### src/rtl/neuron_pkg.sv
// rtl/neuron_pkg.sv - shared widths, saturation limits and FSM states for the neuron accumulator
package neuron_pkg;

  localparam int ACC_W  = 16;
  localparam int TERM_W = 8;

  localparam logic signed [ACC_W-1:0] ACC_MAX = 16'sh7FFF;
  localparam logic signed [ACC_W-1:0] ACC_MIN = 16'sh8000;

  typedef enum logic [1:0] {IDLE, ISSUE, WAIT, DONE} state_t;

endpackage

### src/rtl/neuron_accum_ctrl.sv
// rtl/neuron_accum_ctrl.sv - burst accumulator controller driving an external registered adder
module neuron_accum_ctrl
  import neuron_pkg::*;
#(
  parameter int N_MAX   = 16,
  parameter int ADD_LAT = 1
) (
  input  logic                         clk,
  input  logic                         rst,
  input  logic                         start,
  input  logic signed [ACC_W-1:0]      init_val,
  input  logic                         term_valid,
  input  logic signed [TERM_W-1:0]     term_data,
  input  logic                         term_last,
  output logic                         term_ready,
  output logic signed [ACC_W-1:0]      add_in1,
  output logic signed [TERM_W-1:0]     add_in2,
  input  logic signed [ACC_W-1:0]      add_sum,
  input  logic                         add_carry,
  output logic                         res_valid,
  output logic signed [ACC_W-1:0]      res_data,
  output logic                         res_sat,
  output logic [$clog2(N_MAX+1)-1:0]   res_count,
  input  logic                         res_ready,
  output logic                         busy
);

  localparam int CNT_W  = $clog2(N_MAX + 1);
  localparam int WAIT_W = (ADD_LAT > 0) ? $clog2(ADD_LAT + 1) : 1;
  localparam logic [CNT_W-1:0]  CNT_LIMIT = CNT_W'(N_MAX);
  localparam logic [WAIT_W-1:0] WAIT_LAST = WAIT_W'(ADD_LAT);

  state_t                  state_q, state_d;
  logic signed [ACC_W-1:0] acc;
  logic [CNT_W-1:0]        count, count_inc;
  logic                    sat, last_q;
  logic [WAIT_W-1:0]       wait_cnt;
  logic                    accept, capture, ovf;

  assign count_inc = count + CNT_W'(1);
  // Signed overflow: the 17-bit result's sign disagrees with the truncated sum's sign.
  assign ovf       = add_carry ^ add_sum[ACC_W-1];

  always_ff @(posedge clk) begin
    if (rst) state_q <= IDLE;
    else     state_q <= state_d;
  end

  always_comb begin
    state_d    = state_q;
    term_ready = 1'b0;
    res_valid  = 1'b0;
    busy       = 1'b1;
    accept     = 1'b0;
    capture    = 1'b0;
    case (state_q)
      IDLE: begin
        busy = 1'b0;
        if (start) state_d = ISSUE;
      end
      ISSUE: begin
        term_ready = 1'b1;
        if (term_valid) begin
          accept  = 1'b1;
          state_d = WAIT;
        end
      end
      WAIT: begin
        if (wait_cnt == WAIT_LAST) begin
          capture = 1'b1;
          state_d = last_q ? DONE : ISSUE;
        end
      end
      DONE: begin
        res_valid = 1'b1;
        if (res_ready) state_d = IDLE;
      end
      default: state_d = IDLE;
    endcase
  end

  always_ff @(posedge clk) begin
    if (rst) begin
      acc      <= '0;
      count    <= '0;
      sat      <= 1'b0;
      last_q   <= 1'b0;
      wait_cnt <= '0;
      add_in1  <= '0;
      add_in2  <= '0;
    end else begin
      if (state_q == IDLE && start) begin
        acc   <= init_val;
        count <= '0;
        sat   <= 1'b0;
      end
      if (accept) begin
        add_in1  <= acc;
        add_in2  <= term_data;
        count    <= count_inc;
        last_q   <= term_last | (count_inc == CNT_LIMIT);
        wait_cnt <= '0;
      end
      if (capture) begin
        if (ovf) begin
          acc <= add_carry ? ACC_MIN : ACC_MAX;
          sat <= 1'b1;
        end else begin
          acc <= add_sum;
        end
      end else if (state_q == WAIT) begin
        wait_cnt <= wait_cnt + WAIT_W'(1);
      end
    end
  end

  assign res_data  = acc;
  assign res_sat   = sat;
  assign res_count = count;

endmodule

### config.mk
export PLATFORM = sky130hd
export DESIGN_NAME = neuron_accum_ctrl
export DESIGN_NICKNAME = d
export VERILOG_FILES = /design/src/rtl/neuron_pkg.sv /design/src/rtl/neuron_accum_ctrl.sv
export SDC_FILE = /design/constraint.sdc
export NUM_CORES = 1
export LEC_CHECK = 0
export CAP_MARGIN = 0
export CORE_UTILIZATION = 45
export DETAILED_ROUTE_END_ITERATION = 7
export PLACE_DENSITY = 0.91
export SYNTH_ARGS = -nofsm -noshare
export SYNTH_HDL_FRONTEND = slang
export SYNTH_SLANG_ARGS = --single-unit
### constraint.sdc
create_clock -name clk -period 3.3 [get_ports clk]
set_clock_uncertainty 0.2 [all_clocks]
set_input_delay 0.495 -clock clk [delete_from_list [all_inputs] [get_ports clk]]
set_output_delay 0.495 -clock clk [all_outputs]
set_load 0.03 [all_outputs]
==> impl_metrics.toml, run 1 <==
[status]
outcome = "finished clean"

[layout]
antennaDiodeCount = 0
nets = 407
fin_util_pct = 68.8
drive_above_1_share_pct = 5.60
area_delta_synth_final_pct = 47.4

[die]
dieHeight_um = 72.0
ios = 96
die_w_um = 72.0
die_area_um2 = 5180
start_util_pct = 46.6
rows = 25
core-area_um2 = 4720

[placed_design]
io_buffers = 95
finalWeightedCongestion = 0.773
dp_hpwl_um = 4220

[clock_tree]
postCtsHoldBufs = 0
clkSinkCount = 50
cts_root_buf = "clkbuf_8"
numCtsBuffers = 5
clock_latency_ns = 0.31
path_clk_slew_ns = 0.09
cts_tree = "done"
postCtsResizedCells = 0
clock_path_buffers = 2
postCtsSetupRepairBufs = 0
htree_levels = 2

[route]
remaining_drc_errors = 0
finalWirelength_um = 5920
wire_per_inst_um = 14.0
dr_total_vias = 2260
first_iter_violations = 167
ant_nets = 0
avgViaCountPerCell = 5.33
first_pass_iters = 4

[grt]
grt-ovfl-total = 0
gr-usage-all-layers_pct = 23.1
grt_pass1_vias = 2116
grt_pass1_wl_um = 9350
grt_antenna_before_repair = 0
grt_max_degree = 30

[synthesis]
yosysSeqAreaShare_pct = 45.4
syn_nets = 322
avgSynthCellArea_um2 = 8.13
synthFlopType = "dfxtp_1"
synth_warnings = 0
syn_area_um2 = 2200
yosys_register_bits = 50
synthTopCellsByCount = "nand2_1 (69), dfxtp_1 (50), a21oi_1 (47)"
synthCells = 271
synthArstFlopShare_pct = 0
synth_edf_count = 0
yosysTopAreaCell = "dfxtp_1"
ys_types = 35
synth.area.top_cells = "dfxtp_1 (45%), nand2_1 (12%), a21oi_1 (11%), a211o_1 (6.4%), o211ai_1 (5.5%)"
synth_top_area_share_pct = 45.4
synth_most_common_cell = "nand2_1"

[timing]
grt_setup_unrepaired = "false"
finalMaxSlewViolations = 0
worstMarginPinSlew_ns = 0.728
maxSlewHeadroom_pct = 51.5
fin_setup_tns_ns = 0
setup_violations = 0
clock.fmax_mhz = 401
finalHoldViolations = 0
period_minus_slack_ns = 2.50
fin_crit_sh_pct = 75.6

[pwr]
p_leak_nw = 1.10
peakVddDrop_uv = 335
p_per_area_nw_per_um2 = 415

[run]
drv_cap = 0

[worst_setup_path]
ff2ff_setup_slack_ns = 1.21
cp_max_fo = 13
cp-start-kind = "register"
r2r_start = "state_q[1]"
cp-end-kind = "primary output"
crit_path_start = "state_q[0]"
r2r-end = "res_data[15]"
worst_ep_arrival_time_ns = 1.80
reg2regPathDepth = 4
setup.worst_path.end = "busy"
worstPathRequired_ns = 2.60
path_class = "register to primary output"

[worst_hold_path]
holdPathStages = 2
hold_class = "register to register"
[how the worst min path moves through the flow]
stage | from | endpoint | slack (ns)
after floorplan | wait_cnt | wait_cnt | 0.28
after global placement | add_in2[3] | add_in2[3] | 0.24
after detailed placement | add_in2[4] | add_in2[4] | 0.25
after CTS | add_in2[4] | add_in2[4] | 0.26
after global routing | add_in2[7] | add_in2[7] | 0.29
final | add_in2[4] | add_in2[4] | 0.26
[layout make-up]
type | instances | area [um^2]
sequential | 50 | 1000
tap | 67 | 83.8
clock inverter | 3 | 21.3
inverter | 2 | 7.51
fill | 391 | 1480
multi-input combinational | 197 | 1080
clock buffer | 5 | 68.8
timing repair buffer | 100 | 983
[critical path: stages (launching register included)]
cell	delay, ns
dfxtp_1	0.61
nor2_1	0.12
inv_1	0.10
clkdlybuf4s50_1	0.67
[layout by cell type (no fill, tap or decap), types with 2 or more instances in the layout]
| cell type | instances |
|---|---|
| a211o_1 | 16 |
| nor2_1 | 14 |
| buf_4 | 5 |
| inv_1 | 2 |
| dfxtp_1 | 50 |
| clkbuf_8 | 5 |
| clkdlybuf4s50_1 | 94 |
| a211oi_1 | 2 |
| o211ai_1 | 16 |
| nor3_1 | 2 |
| nand2_1 | 69 |
| ha_1 | 4 |
| nand3_1 | 3 |
| o21ai_0 | 2 |
| a21oi_1 | 47 |
| nand2b_1 | 2 |
| nor2_2 | 2 |
| nand3b_1 | 2 |
[through the flow]
step | cell area [um^2] | cells | power, mW | hold WS (ns) | setup slack, ns
floorplan | 2200 | 271 | 0.863 | 0.278 | 1.44
global placement | 3160 | 416 | 0.999 | 0.241 | 0.851
detailed placement | 3160 | 416 | 1.00 | 0.246 | 0.749
CTS | 3250 | 424 | 1.35 | 0.258 | 0.791
global route | 3250 | 424 | 1.41 | 0.285 | 0.674
finish | 3250 | 424 | 1.35 | 0.257 | 0.804
[sequential cells by signal (all words and copies together) (netlist names)]
signal     flops
add_in1       16
add_in2        8
last_q         1
res_count      5
res_data      16
res_sat        1
state_q        2
wait_cnt       1
[report_power, final]
part | switching (mW) | total [mW] | leakage [nW] | internal (mW)
sequential | 0.0332 | 0.668 | 0.406 | 0.635
clock | 0.207 | 0.356 | 0.0441 | 0.149
combinational | 0.177 | 0.323 | 0.648 | 0.146
[cells by family after synthesis]
kind of cell    share of synthesized area (%)
flops                                    45.4
simple gates                             19.5
buf+inv                                  5.45
mux                                     0.454
fa+ha+maj                                2.27
compound gates                           26.1
xor+xnor                                0.795
[metal layers]
| layer | up-vias | GRT usage (%) | share of wire (%) |
|---|---|---|---|
| met2 | 99 | 41.1 | 49 |
| li1 | 1111 | - | - |
| met5 | - | 0 | 0 |
| met4 | 0 | 8.71 | 2.6 |
| met3 | 15 | 5.69 | 7.0 |
| met1 | 1035 | 26.8 | 41 |
(Power assumes the default switching activity.)
==> inputs of run 2 (changes only) <==
--- a/config.mk
+++ b/config.mk
@@ -6,9 +6,9 @@
 export NUM_CORES = 1
 export LEC_CHECK = 0
 export CAP_MARGIN = 0
-export CORE_UTILIZATION = 45
+export CORE_UTILIZATION = 38
 export DETAILED_ROUTE_END_ITERATION = 7
-export PLACE_DENSITY = 0.91
+export PLACE_DENSITY = 0.82
 export SYNTH_ARGS = -nofsm -noshare
 export SYNTH_HDL_FRONTEND = slang
 export SYNTH_SLANG_ARGS = --single-unit
==> constraint.sdc (replaced) <==
create_clock -name clk -period 2.2 [get_ports clk]
set_clock_uncertainty 0.2 [all_clocks]
set_input_delay 0.33 -clock clk [delete_from_list [all_inputs] [get_ports clk]]
set_output_delay 0.33 -clock clk [all_outputs]
set_load 0.03 [all_outputs]
==> run 2 against run 1 <==
Against the previous run:
- non-clock buffer count grew 7
- setup slack lost 0.63 ns
- routed wire length grew 2.4%
- critical path depth grew 4
- clock power grew 51%
- critical endpoint is now res_data[4]
- largest power group unchanged
==> impl_metrics.toml, run 2 (synthesized netlist as in run 1, its figures left out) <==
[status]
outcome = "finished clean"

[grt]
grt_max_degree = 24
grt_pass1_vias = 2170
grt_pass1_wl_um = 9830
grt_antenna_before_repair = 0
gr-usage-all-layers_pct = 20.0
grt-ovfl-total = 0

[placed_design]
finalWeightedCongestion = 0.831
io_buffers = 95
dp_hpwl_um = 4450
dpl-instance-area_um2 = 3220
pre_cts_ws_ns = -0.112

[route]
met1_length_um = 2710
route.met3.wl_um = 346
remaining_drc_errors = 0
first_iter_violations = 154
ant_nets = 0
wire_per_inst_um = 13.9
avgViaCountPerCell = 5.15
first_pass_iters = 4
dr_total_vias = 2247
top_layer_used = "met4"
met2WireLength_um = 2990
finalWirelength_um = 6070

[timing]
setup_violations = 0
clock.fmax_mhz = 494
fin_crit_sh_pct = 92.0
worstMarginPinSlew_ns = 0.585
whs_ns = 0.162
worst_slack_ns = 0.176
maxSlewHeadroom_pct = 60.9
period_minus_slack_ns = 2.02
finalHoldViolations = 0
grt_setup_unrepaired = "false"
finalMaxSlewViolations = 0

[clock_tree]
path_clk_slew_ns = 0.08
clkSinkCount = 50
postCtsResizedCells = 2
postCtsSetupRepairBufs = 0
postCtsHoldBufs = 0
cts_tree = "done"
cts_root_buf = "clkbuf_8"
htree_levels = 2
numCtsBuffers = 5
clock_latency_ns = 0.29
clock_path_buffers = 2

[pwr]
clockPowerShare_pct = 26.4
p_leak_nw = 1.18
p_per_area_nw_per_um2 = 615
swShare_pct = 29.5
p_comb_share_pct = 24.4
peakVddDrop_uv = 367
p_sw_uw = 602
p_int_mw = 1.44
pwr-share-seq_pct = 49.1

[die]
core-area_um2 = 5540
rows = 27
die_w_um = 78.1
die_area_um2 = 6110
dieHeight_um = 78.1
start_util_pct = 39.8
ios = 96

[layout]
final_area_um2 = 3320
final_cell_mix = "clkdlybuf4s50_1 (91), nand2_1 (69), dfxtp_1 (48)"
drive_above_1_share_pct = 7.69
nets = 414
final_common_cell = "clkdlybuf4s50_1"
multi_input_comb_area_um2 = 1080
fin_util_pct = 59.9
fillers = 506
area_delta_synth_final_pct = 50.6
register_area_um2 = 1000
antennaDiodeCount = 0

[worst_setup_path]
critPathSlowestCell = "clkdlybuf4s50_1"
cpLargestDelayFamily = "buffers and inverters"
reg2regPathDepth = 5
worstPathRequired_ns = 2.22
crit_cells = 7
slowest_delay_ns = 0.50
cp_max_fo = 15
path_buf_inv = 2
path_class = "primary input to register"
path_cells = "clkdlybuf4s50_1 -> inv_1 -> ha_1 -> nor2_2 -> a211o_1 -> o211ai_1 -> a21oi_1"
worst_ep_arrival_time_ns = 2.05
cp-start-kind = "primary input"
ff2ff_setup_slack_ns = 0.47
cp-end-kind = "register"

[run]
drv_cap = 0

[worst_hold_path]
hold_class = "primary input to register"
holdPathStages = 2
run 2: per-layer routing:
layer	vias up	track usage (%)
met1	1049	25.3
met2	72	34.8
met5	-	0
met3	4	3.37
met4	0	5.19
li1	1122	-
run 2: cell type report:
class,instances,share of cell area (%)
Multi-Input combinational cell,197,32.6
Clock inverter,1,0.151
Sequential cell,50,30.2
Clock buffer,7,2.60
Timing Repair Buffer,107,31.4
Inverter,2,0.226
Tap cell,72,2.71
run 2: power by group through the flow:
| stage | clock network, mW | logic (mW) | registers [mW] |
|---|---|---|---|
| floorplan | 0 | 0.211 | 1.08 |
| global placement | 0 | 0.494 | 1.02 |
| detailed placement | 0 | 0.502 | 1.02 |
| CTS | 0.562 | 0.503 | 1.00 |
| global route | 0.594 | 0.537 | 1.01 |
| finish | 0.539 | 0.499 | 1.00 |
run 2: through the flow:
step                power, mW  setup TNS [ns]  cells
CTS                      2.07               0    436
global placement         1.51          -0.621    428
detailed placement       1.52           -1.30    428
finish                   2.04               0    436
global route             2.14               0    436
floorplan                1.29               0    271
run 2: path summary, 6_finish.rpt:
kind | start | to
setup / recovery | add_sum[15] | res_data[4]
hold / removal | rst | res_count[1]
setup reg to reg | state_q[0] | res_data[4]
hold reg to reg | add_in2[3] | add_in2[3]
